==> config.mk <==
export PLATFORM = sky130hd
export DESIGN_NAME = ram_wr_post_buf
export DESIGN_NICKNAME = d
export VERILOG_FILES = /design/src/rtl/ram_buf_pkg.sv /design/src/rtl/ram_buf_addr_match.sv /design/src/rtl/ram_wr_post_buf.sv
export SDC_FILE = /design/constraint.sdc
export NUM_CORES = 1
export LEC_CHECK = 0
export CAP_MARGIN = 20
export CORE_MARGIN = 2
export CORE_UTILIZATION = 40
export CTS_BUF_LIST = sky130_fd_sc_hd__clkbuf_2 sky130_fd_sc_hd__clkbuf_4 sky130_fd_sc_hd__clkbuf_8
export DETAILED_ROUTE_END_ITERATION = 16
export PLACE_DENSITY_LB_ADDON = 0.12
export SLEW_MARGIN = 20
export SYNTH_ARGS = -nofsm -noshare
export SYNTH_HDL_FRONTEND = slang
export SYNTH_SLANG_ARGS = --single-unit
==> constraint.sdc <==
create_clock -name clk -period 30.6 [get_ports clk]
set_input_delay 3.06 -clock clk [delete_from_list [all_inputs] [get_ports clk]]
set_output_delay 3.06 -clock clk [all_outputs]
set_load 0.05 [all_outputs]
==> src/rtl/ram_buf_pkg.sv <==
// Shared types for the posted-write buffer in front of the dual-port RAM.
package ram_buf_pkg;

    // Default geometry; the entry struct is sized from these.
    localparam int unsigned RAM_BUF_AW    = 12;
    localparam int unsigned RAM_BUF_DW    = 64;
    localparam int unsigned RAM_BUF_DEPTH = 4;

    // Occupancy counter width: must hold 0..DEPTH inclusive.
    localparam int unsigned RAM_BUF_CNT_W = $clog2(RAM_BUF_DEPTH) + 1;

    typedef enum logic [1:0] {
        NORMAL,
        FLUSH,
        DONE
    } ram_buf_state_e;

    typedef struct packed {
        logic [RAM_BUF_AW-1:0] addr;
        logic [RAM_BUF_DW-1:0] data;
    } ram_buf_entry_t;

endpackage

==> src/rtl/ram_buf_addr_match.sv <==
// Compares every valid buffer entry against a read address and reports the
// youngest matching entry, where age is measured backwards from wr_ptr.
module ram_buf_addr_match #(
    parameter int unsigned DEPTH      = 4,
    parameter int unsigned ADDR_WIDTH = 12
) (
    input  logic [DEPTH-1:0]                 valid,
    input  logic [DEPTH-1:0][ADDR_WIDTH-1:0] entry_addr,
    input  logic [$clog2(DEPTH)-1:0]         wr_ptr,
    input  logic [ADDR_WIDTH-1:0]            addr,
    output logic                             hit,
    output logic [$clog2(DEPTH)-1:0]         hit_idx
);

    localparam int unsigned PTR_W = $clog2(DEPTH);

    logic [PTR_W-1:0] idx;

    // Walk from the most recently written slot towards the oldest; first hit wins.
    always_comb begin
        hit     = 1'b0;
        hit_idx = '0;
        idx     = '0;
        for (int unsigned k = 0; k < DEPTH; k++) begin
            idx = wr_ptr - PTR_W'(k + 1);
            if (!hit && valid[idx] && (entry_addr[idx] == addr)) begin
                hit     = 1'b1;
                hit_idx = idx;
            end
        end
    end

endmodule

==> src/rtl/ram_wr_post_buf.sv <==
// Write-posting front end for the dual-port RAM. Host writes are queued in a
// small FIFO and drained whenever the RAM write port is granted; host reads go
// straight to the RAM read port. Optional macro RAM_WR_FWD_EN: when defined,
// reads that hit a posted write are forwarded from the buffer; when undefined,
// such reads stall until the matching entries have drained.
module ram_wr_post_buf
    import ram_buf_pkg::*;
#(
    parameter int unsigned DATA_WIDTH = RAM_BUF_DW,
    parameter int unsigned ADDR_WIDTH = RAM_BUF_AW,
    parameter int unsigned DEPTH      = RAM_BUF_DEPTH
) (
    input  logic                     clk,
    input  logic                     rst,
    input  logic                     in_wr_valid,
    output logic                     in_wr_ready,
    input  logic [ADDR_WIDTH-1:0]    in_wr_addr,
    input  logic [DATA_WIDTH-1:0]    in_wr_data,
    input  logic                     in_rd_req,
    output logic                     in_rd_ready,
    input  logic [ADDR_WIDTH-1:0]    in_rd_addr,
    output logic                     rd_valid,
    output logic [DATA_WIDTH-1:0]    rd_data,
    input  logic                     flush_req,
    output logic                     flush_done,
    output logic                     ram_we,
    input  logic                     ram_wr_gnt,
    output logic [ADDR_WIDTH-1:0]    ram_waddr,
    output logic [DATA_WIDTH-1:0]    ram_wdata,
    output logic                     ram_re,
    output logic [ADDR_WIDTH-1:0]    ram_raddr,
    input  logic [DATA_WIDTH-1:0]    ram_rdata,
    output logic [$clog2(DEPTH):0]   buf_count
);

    localparam int unsigned PTR_W = $clog2(DEPTH);
    localparam int unsigned CNT_W = $clog2(DEPTH) + 1;
    localparam logic [CNT_W-1:0] FULL_COUNT = CNT_W'(DEPTH);

    ram_buf_entry_t   mem_q [DEPTH];
    logic [PTR_W-1:0] rd_ptr_q, wr_ptr_q;
    logic [CNT_W-1:0] count_q, count_d;
    ram_buf_state_e   state_q, state_d;
    logic             rd_valid_q;

    logic                            push, pop;
    logic [DEPTH-1:0]                entry_valid;
    logic [DEPTH-1:0][ADDR_WIDTH-1:0] entry_addr;
    logic                            hit;
    logic [PTR_W-1:0]                hit_idx;

    assign in_wr_ready = (count_q < FULL_COUNT) && (state_q == NORMAL);
    assign push        = in_wr_valid && in_wr_ready;
    assign ram_we      = (count_q != '0) && ram_wr_gnt;
    assign pop         = ram_we;
    assign ram_waddr   = mem_q[rd_ptr_q].addr;
    assign ram_wdata   = mem_q[rd_ptr_q].data;
    assign buf_count   = count_q;
    assign rd_valid    = rd_valid_q;

    // Occupancy next-state; a simultaneous push and pop leaves it unchanged.
    always_comb begin
        count_d = count_q;
        if (push && !pop) begin
            count_d = count_q + 1'b1;
        end else if (!push && pop) begin
            count_d = count_q - 1'b1;
        end
    end

    // Entry i is live when its distance from the head is below the occupancy.
    // The popping head stays live for the search because the RAM is read-old.
    always_comb begin
        for (int unsigned i = 0; i < DEPTH; i++) begin
            entry_valid[i] = {1'b0, PTR_W'(i) - rd_ptr_q} < count_q;
            entry_addr[i]  = mem_q[i].addr;
        end
    end

    ram_buf_addr_match #(
        .DEPTH      (DEPTH),
        .ADDR_WIDTH (ADDR_WIDTH)
    ) u_addr_match (
        .valid      (entry_valid),
        .entry_addr (entry_addr),
        .wr_ptr     (wr_ptr_q),
        .addr       (in_rd_addr),
        .hit        (hit),
        .hit_idx    (hit_idx)
    );

    assign ram_re    = in_rd_req && in_rd_ready;
    assign ram_raddr = ram_re ? in_rd_addr : '0;

`ifdef RAM_WR_FWD_EN
    logic                  fwd_hit_q;
    logic [DATA_WIDTH-1:0] fwd_data_q;

    assign in_rd_ready = 1'b1;
    assign rd_data     = !rd_valid_q ? '0 : (fwd_hit_q ? fwd_data_q : ram_rdata);

    // Capture the youngest buffered value at read accept, before any same-cycle push.
    always_ff @(posedge clk or posedge rst) begin
        if (rst) begin
            fwd_hit_q  <= 1'b0;
            fwd_data_q <= '0;
        end else begin
            fwd_hit_q <= ram_re && hit;
            if (ram_re && hit) begin
                fwd_data_q <= mem_q[hit_idx].data;
            end
        end
    end
`else
    logic unused_hit_idx;

    assign in_rd_ready    = !hit;
    assign rd_data        = rd_valid_q ? ram_rdata : '0;
    assign unused_hit_idx = ^hit_idx;
`endif

    // FIFO storage, pointers, occupancy and read-valid pipeline.
    always_ff @(posedge clk or posedge rst) begin
        if (rst) begin
            for (int unsigned i = 0; i < DEPTH; i++) begin
                mem_q[i] <= '0;
            end
            rd_ptr_q   <= '0;
            wr_ptr_q   <= '0;
            count_q    <= '0;
            rd_valid_q <= 1'b0;
        end else begin
            if (push) begin
                mem_q[wr_ptr_q] <= '{addr: in_wr_addr, data: in_wr_data};
                wr_ptr_q        <= wr_ptr_q + 1'b1;
            end
            if (pop) begin
                rd_ptr_q <= rd_ptr_q + 1'b1;
            end
            count_q    <= count_d;
            rd_valid_q <= ram_re;
        end
    end

    // Flush state register.
    always_ff @(posedge clk or posedge rst) begin
        if (rst) begin
            state_q <= NORMAL;
        end else begin
            state_q <= state_d;
        end
    end

    // Flush sequencing: leave FLUSH once the buffer is (or is about to be) empty.
    always_comb begin
        state_d    = state_q;
        flush_done = 1'b0;
        unique case (state_q)
            NORMAL: begin
                if (flush_req) begin
                    state_d = FLUSH;
                end
            end
            FLUSH: begin
                if (count_d == '0) begin
                    state_d = DONE;
                end
            end
            DONE: begin
                flush_done = 1'b1;
                state_d    = NORMAL;
            end
            default: state_d = NORMAL;
        endcase
    end

endmodule
==> metrics.md, run 1 <==
| Metric | Value |
|---|---|
| Max clock buf depth | 3 |
| Hold Vio Cnt, Final | 0 |
| Initial Util | 40.73% |
| Number of synthesized flops with an enable pin | 0 |
| Clock power frac | 16.5% |
| Hold Path Class | reg -> reg |
| Synth warnings | 0 |
| Design Area, Final | 21120 um^2 |
| TritonCTS Buffers | 56 |
| Final period util | between 20 and 30% |
| Antenna violations before repair | 2 |
| Worst-Skew Late Latency | around 0.63 ns |
| Placed Area | 19870 um^2 |
| FP Rows | 73 |
| CORE AREA | between 40000 and 50000 um^2 |
| Crit start category | input pin |
| Cell family with most CP delay | buffers and inverters |
| Die area | around 42000 um^2 |
| Max-cap viol count | 0 |
| Rel. slew slack | 32.69% |
| Logic pwr share | 54.5% |
| DRT iter0 DRCs | 430 |
| Kind of critical path | in -> out |
| PwrDens | approximately 120 nW/um^2 |
| P_int | 1.525 mW |
| First-pass GRT wire length | 63.80 mm |
| Sw power | 1.074 mW |
| Net Count, Synth | 1261 |
| Port Buffers | 318 |
| Max stage delay on crit path | between 0.7 and 0.8 ns |
| Main synth FF type | dfrtp_1 |
| Critical path arrival | 5.82 ns |
| Setup violators final | 0 |
| DRT antenna net count | 0 |
| DPL Wire Length | 26.57 mm |
| Hold Crit Start | state_q[1] |
| Top cell type's share of synthesized area | 48.23% |
| Most frequent cells in the layout | 318 x clkdlybuf4s50_1, 311 x dfrtp_1, 304 x mux2_2 |
| Cell repeated most along the worst path | clkdlybuf4s50_1 |
| Clock-pin slew on the worst setup and hold paths | around 0.06 ns |
| Vias per inst | 5.306 |
| Worst r2r dst | rd_valid |
| Pre-antenna DRT Iters | 4 |
| CTS sink count | 314 |
| CTS tree | yes |
| Share of cells above drive strength 1 | approximately 38% |
| Die Span X | 205.8 um |
| Area of the mapped netlist | 16290 um^2 |
| Hold bufs inserted after CTS | 0 |
| RSZ-0062 raised after global routing | false |
| # IOs | 319 |
| Final Critical Period | 8.882 ns |
| H-tree levels | 2 |
| Routability congestion estimate | 0.8647 |
| Hold path depth | 1 |
| Worst-Margin Slew | 1.010 ns |
| Seq pwr share | 29.0% |
| Nets | 1562 |
| Post-synthesis register bit count | 314 |
| Syn Inst Count | roughly 1100 |
| Avg Cell Area, Syn | ~15 um^2 |
| Peak VDD IR | around 0.000077 V |
| Routed WL | 41.57 mm |
| Pin count of the biggest net entering global routing | 159 |
| Seq/Total Area, Yosys | 48.23% |
| Routed via count | 10400 |
| Switching share of power | 41.32% |
| Global Route Usage Sum | between 10% and 20% |
| Critical Path RT | about 28 ns |
| Worst path slowest cell | clkdlybuf4s50_1 |
| RR Startpoint | wr_ptr_q[0] |
| CP Max Fanout | 14 |
| Post-CTS resize count | 0 |
| Setup TNS | 0 ns |
| Commonest non-fill, non-tap cell in the layout | clkdlybuf4s50_1 |
| Leak Pwr | approximately 9.0 nW |
| Max-slew violation count | 0 |
| Netlist cell types | 47 |
| Die Span Y | 205.8 um |
| Vias in the first global route | 10860 |
| Status | complete, no violations |
| Critical-path cell list | clkdlybuf4s50_1, xnor2_1, o211ai_1, a2111oi_0, a41o_1, a31o_4, nor3_1, clkdlybuf4s50_1 |
| Number of buffers and inverters on the critical path | 2 |
| Skew final | 0.02283 ns |
| CP Capture Type | output pin |
| Total gr overflow | 0 |
| Biggest area consumer among synthesized cells | dfrtp_1 |
| Reg2reg path depth | 9 |
| Synth area leaders | dfrtp_1 48%, mux2_2 21%, mux4_2 14% |
| Number of setup buffers added after CTS | 0 |
| Area growth syn-to-layout | 29.64% |
| Asr flop ratio synth | 100.0% |
| Fmax | 112.6 MHz |
| WHS Endpoint | state_q[0] |
| Reg-to-reg slack, setup | 26.80 ns |
| Drc violations | 0 |
| Clock root cell | clkbuf_8 |
| WL/cell | 21.21 um |
[synthesized netlist by cell type, types with 2 or more instances]
cell type and instances:
a2111oi_0 2, a211oi_1 3, a21oi_1 5, a31oi_1 3, and2_1 65, buf_1 10, buf_12 2, buf_2 20
buf_4 3, buf_6 2, clkbuf_1 50, dfrtp_1 314, ha_1 11, inv_1 11, maj3_1 2, mux2_2 304
mux2i_1 14, mux4_1 13, mux4_2 102, nand2_1 26, nand3_1 3, nand4_1 4, nor2_1 4, nor2_2 2
nor2b_1 2, nor3_1 13, nor3_2 9, nor4_1 6, nor4_2 2, o21ai_0 2, o31ai_1 3, xnor2_1 37
xor2_1 29
[worst reg2reg max path, delay by kind of cell, from the launching register on]
kind	cells	cell delay, ns
adder cells (fa/ha/maj)	1	0.44
multiplexers	1	0.64
flip-flops	1	0.34
XOR/XNOR	1	0.17
AND/OR/NAND/NOR	2	0.49
AO/OA/AOI/OAI	1	0.36
buffers and inverters	3	1.26
[per-stage QoR]
stage | utilization [%] | total power [mW] | cells | setup WS (ns) | hold WS, ns
floorplan | - | 1.788 | 1092 | 18.85 | 0.4484
global placement | 49.66 | 2.169 | 1860 | 21.79 | 0.4767
detailed placement | 49.66 | 2.191 | 1860 | 21.76 | 0.4843
CTS | 52.79 | 2.635 | 1959 | 21.76 | 0.4922
global route | 52.80 | 2.746 | 1960 | 21.60 | 0.5074
finish | 52.80 | 2.599 | 1960 | 21.72 | 0.4918
[logic make-up (layout without fill, tap and decap cells)]
family	Yosys count	count (layout)	synth area share (%)
muxes	433	433	38.07
DFF	314	314	48.23
and+or+nand+nor	139	139	5.045
buffers and inverters	99	441	2.864
xor gates and xnor gates	66	66	3.548
AOI/OAI and AO/OA	28	28	1.283
adders and majority gates	13	13	0.9676
other	0	1	0
[metal layers]
| metal | GRT usage, % | vias to the layer above | wire length (um) |
|---|---|---|---|
| met5 | 0 | - | 12 |
| met4 | 6.964 | 2 | 1028 |
| met3 | 4.799 | 69 | 2796 |
| met2 | 32.22 | 288 | 20150 |
| met1 | 25.76 | 5376 | 17590 |
| li1 | - | 4665 | - |
[how the worst max path moves through the flow]
stage / from / end / cells past startpoint
2_1_floorplan: rst / buf_count[0] / 1
3_3_place_gp: in_rd_addr[7] / ram_raddr[1] / 8
3_5_place_dp: in_rd_addr[7] / ram_raddr[0] / 8
4_1_cts: in_rd_addr[7] / ram_raddr[0] / 8
5_1_grt: in_rd_addr[8] / ram_raddr[1] / 8
6_report: in_rd_addr[8] / ram_raddr[0] / 8
[registers in the layout, summed over array words and instances, names as in the netlist]
register and count:
buf_count 3, entry_addr 48, mem_q 256, rd_ptr_q 2, rd_valid 1, state_q 2, wr_ptr_q 2
[power groups by stage]
stage / sequential [mW] / combinational [mW] / clock, mW
after CTS: 0.754 / 1.44 / 0.445
final: 0.754 / 1.42 / 0.429
after floorplan: 0.706 / 1.08 / 0
after global placement: 0.751 / 1.42 / 0
after detailed placement: 0.761 / 1.43 / 0
after global routing: 0.784 / 1.50 / 0.465
[area by class of cell]
class | instances | area, um^2
Fill cell | 3463 | 18880
Multi-Input combinational cell | 679 | 8001
Sequential cell | 314 | 7866
Timing Repair Buffer | 331 | 3293
Clock buffer | 93 | 1192
Tap cell | 525 | 656.9
Clock inverter | 6 | 61.31
Inverter | 11 | 48.80
Antenna cell | 1 | 2.502
No activity file was read; power rests on OpenSTA's default activity.
==> inputs of run 2 (changes only) <==
- clock period: 30.6 -> 8.5 ns (I/O delays scaled with it)
==> run 2 against run 1 <==
- utilization is 0.12 points lower
- register-to-register slack lost 22 ns
- total power grew to 3.6 times the previous value
- global-route usage up 0.17 points
- sequential cell count is the same
- clock power increased to 3.4 times the previous value
- clock-buffer cell count down 6
- die area unchanged
- combinational power grew to 3.5 times the previous value
- cell count rose by 0.15%
- first-iteration DRC count rose by 8.4%
- worst hold slack lost 0.0035 ns
==> metrics.md, run 2 (synthesis gave the netlist of run 1 again) <==
| Metric | Value |
|---|---|
| Status | complete, no violations |
| Max-cap viol count | 0 |
| Vias per inst | 5.341 |
| Worst-Skew Late Latency | 0.63 ns |
| DR WL met3 | 3.068 mm |
| Switching share of power | between 40% and 50% |
| P_int | ~5.4 mW |
| Hold Vio Cnt, Final | 0 |
| Final period util | 70.75% |
| Clock power frac | 16.0% |
| Crit path launch | wr_ptr_q[1] |
| Hold Path Class | reg -> reg |
| FP Rows | 73 |
| Die Span X | 205.8 um |
| DRT antenna net count | 0 |
| Fin Hold WS | between 0.4 and 0.5 ns |
| Crit start category | flop |
| Area growth syn-to-layout | 29.34% |
| Max-slew violation count | 0 |
| Most frequent cells in the layout | 318 x clkdlybuf4s50_1, 311 x dfrtp_1, 304 x mux2_2 |
| Leak Pwr | approximately 9.0 nW |
| Rel. slew slack | a little under two fifths |
| Logic pwr share | 54.2% |
| Post-placement cell count | 1860 |
| Clock-pin slew on the worst setup and hold paths | 0.06 ns |
| DRT iter0 DRCs | between 400 and 500 |
| CP Max Fanout | 36 |
| Post-route insts no fill | about 2000 |
| Largest Register | mem_q |
| First-pass GRT wire length | 64.41 mm |
| Seq pwr share | 29.8% |
| Vias in the first global route | 11030 |
| Routability congestion estimate | slightly below 0.9 |
| Die area | 42360 um^2 |
| Setup TNS | 0 ns |
| Final Critical Period | 6.013 ns |
| Port Buffers | ~320 |
| Setup violators final | 0 |
| CORE AREA | roughly 40000 um^2 |
| WL/cell | 21.36 um |
| Max reg flops | roughly 260 |
| Peak VDD IR | approximately 0.00024 V |
| Nets | 1561 |
| Sw power | 3.831 mW |
| Max clock buf depth | 3 |
| DPL Wire Length | approximately 28 mm |
| Fmax | 166.3 MHz |
| Top Metal Used | met4 |
| Skew final | ~0.03 ns |
| Commonest non-fill, non-tap cell in the layout | clkdlybuf4s50_1 |
| Antenna violations before repair | 2 |
| RSZ-0062 raised after global routing | false |
| Critical path arrival | 5.16 ns |
| CTS tree | yes |
| Kind of critical path | reg -> out |
| # IOs | around 320 |
| Routed WL | 41.92 mm |
| Clock root cell | clkbuf_8 |
| H-tree levels | 2 |
| CTS sink count | 314 |
| CP Capture Type | output pin |
| Routed via count | 10480 |
| Pin count of the biggest net entering global routing | around 160 |
| Hold bufs inserted after CTS | 0 |
| Initial Util | 40.73% |
| Die Span Y | 205.8 um |
| Met2 wire len | 21.10 mm |
| Drc violations | 0 |
| Core Util, Final | 52.68% |
| Pwr Total | between 9 and 10 mW |
| Pre-antenna DRT Iters | 5 |
| Critical Path RT | 7.65 ns |
| Global Route Usage Sum | between 10% and 20% |
| TritonCTS Buffers | 55 |
| RR Startpoint | wr_ptr_q[1] |
| Hold Crit Start | state_q[1] |
| Post-CTS resize count | 0 |
| Share of cells above drive strength 1 | 37.88% |
| Worst-Margin Slew | 0.9273 ns |
| PwrDens | 438.6 nW/um^2 |
| Number of setup buffers added after CTS | 0 |
| Total gr overflow | 0 |
| Fill cell total of the finished layout | 3368 |
| Wl on met1 | between 15 and 20 mm |
[run 2: changes by cell type in the layout (fill, tap and decap cells not counted), sizes merged]
cell / delta
inv: +1
bufinv: -1
clkinv: +6
clkbuf: -6
diode: +1
clkinvlp: +2
[run 2: final timing paths]
kind | slack, ns | cells past startpoint | endpoint
setup / recovery | 2.49 | 11 | ram_raddr[1]
hold / removal | 0.49 | 1 | state_q[0]
setup reg to reg | 4.76 | 10 | rd_valid
hold reg to reg | 0.49 | 1 | state_q[0]
max in group asynchronous | 6.38 | 3 | rd_ptr_q[1]
min in group asynchronous | 0.77 | 2 | mem_q[262]
[run 2: worst max-delay path, cell delays in order (launching register included)]
cell and delay [ns]:
dfrtp_1 0.32, buf_4 0.39, inv_1 0.20, ha_2 0.99, mux4_2 0.61, xnor2_1 0.17
nand4_1 0.12, nor4_1 0.32, nand4_1 0.22, nand2_2 0.34, nor3_1 0.11, clkdlybuf4s50_1 0.72
[run 2: power groups by stage]
stage,clock [mW],sequential [mW],combinational (mW)
global placement,0,2.76,5.03
floorplan,0,2.54,3.89
global route,1.60,2.86,5.31
CTS,1.54,2.76,5.08
finish,1.48,2.75,5.01
detailed placement,0,2.78,5.07
[run 2: metal layers]
layer / global-route usage, % / vias to the layer above
li1: - / 4670
met5: 0 / -
met4: 5.867 / 0
met2: 34.46 / 308
met1: 24.28 / 5438
met3: 5.512 / 68
[run 2: metrics by stage]
stage / setup WS (ns) / instance area (um^2)
after floorplan: 3.467 / 16300
after global placement: 3.181 / 19860
after detailed placement: 3.122 / 19860
after CTS: 2.369 / 21070
after global routing: 2.118 / 21070
final: 2.487 / 21070
[run 2: layout make-up]
type	count	area [um^2]	area share (%)
antenna	2	5.005	0.02375
clock buffer	87	1116	5.296
clock inverter	14	86.33	0.4097
inverter	11	45.04	0.2137
multi-input combinational	679	8001	37.97
sequential	314	7866	37.33
tap	525	656.9	3.117
timing repair buffer	331	3297	15.64
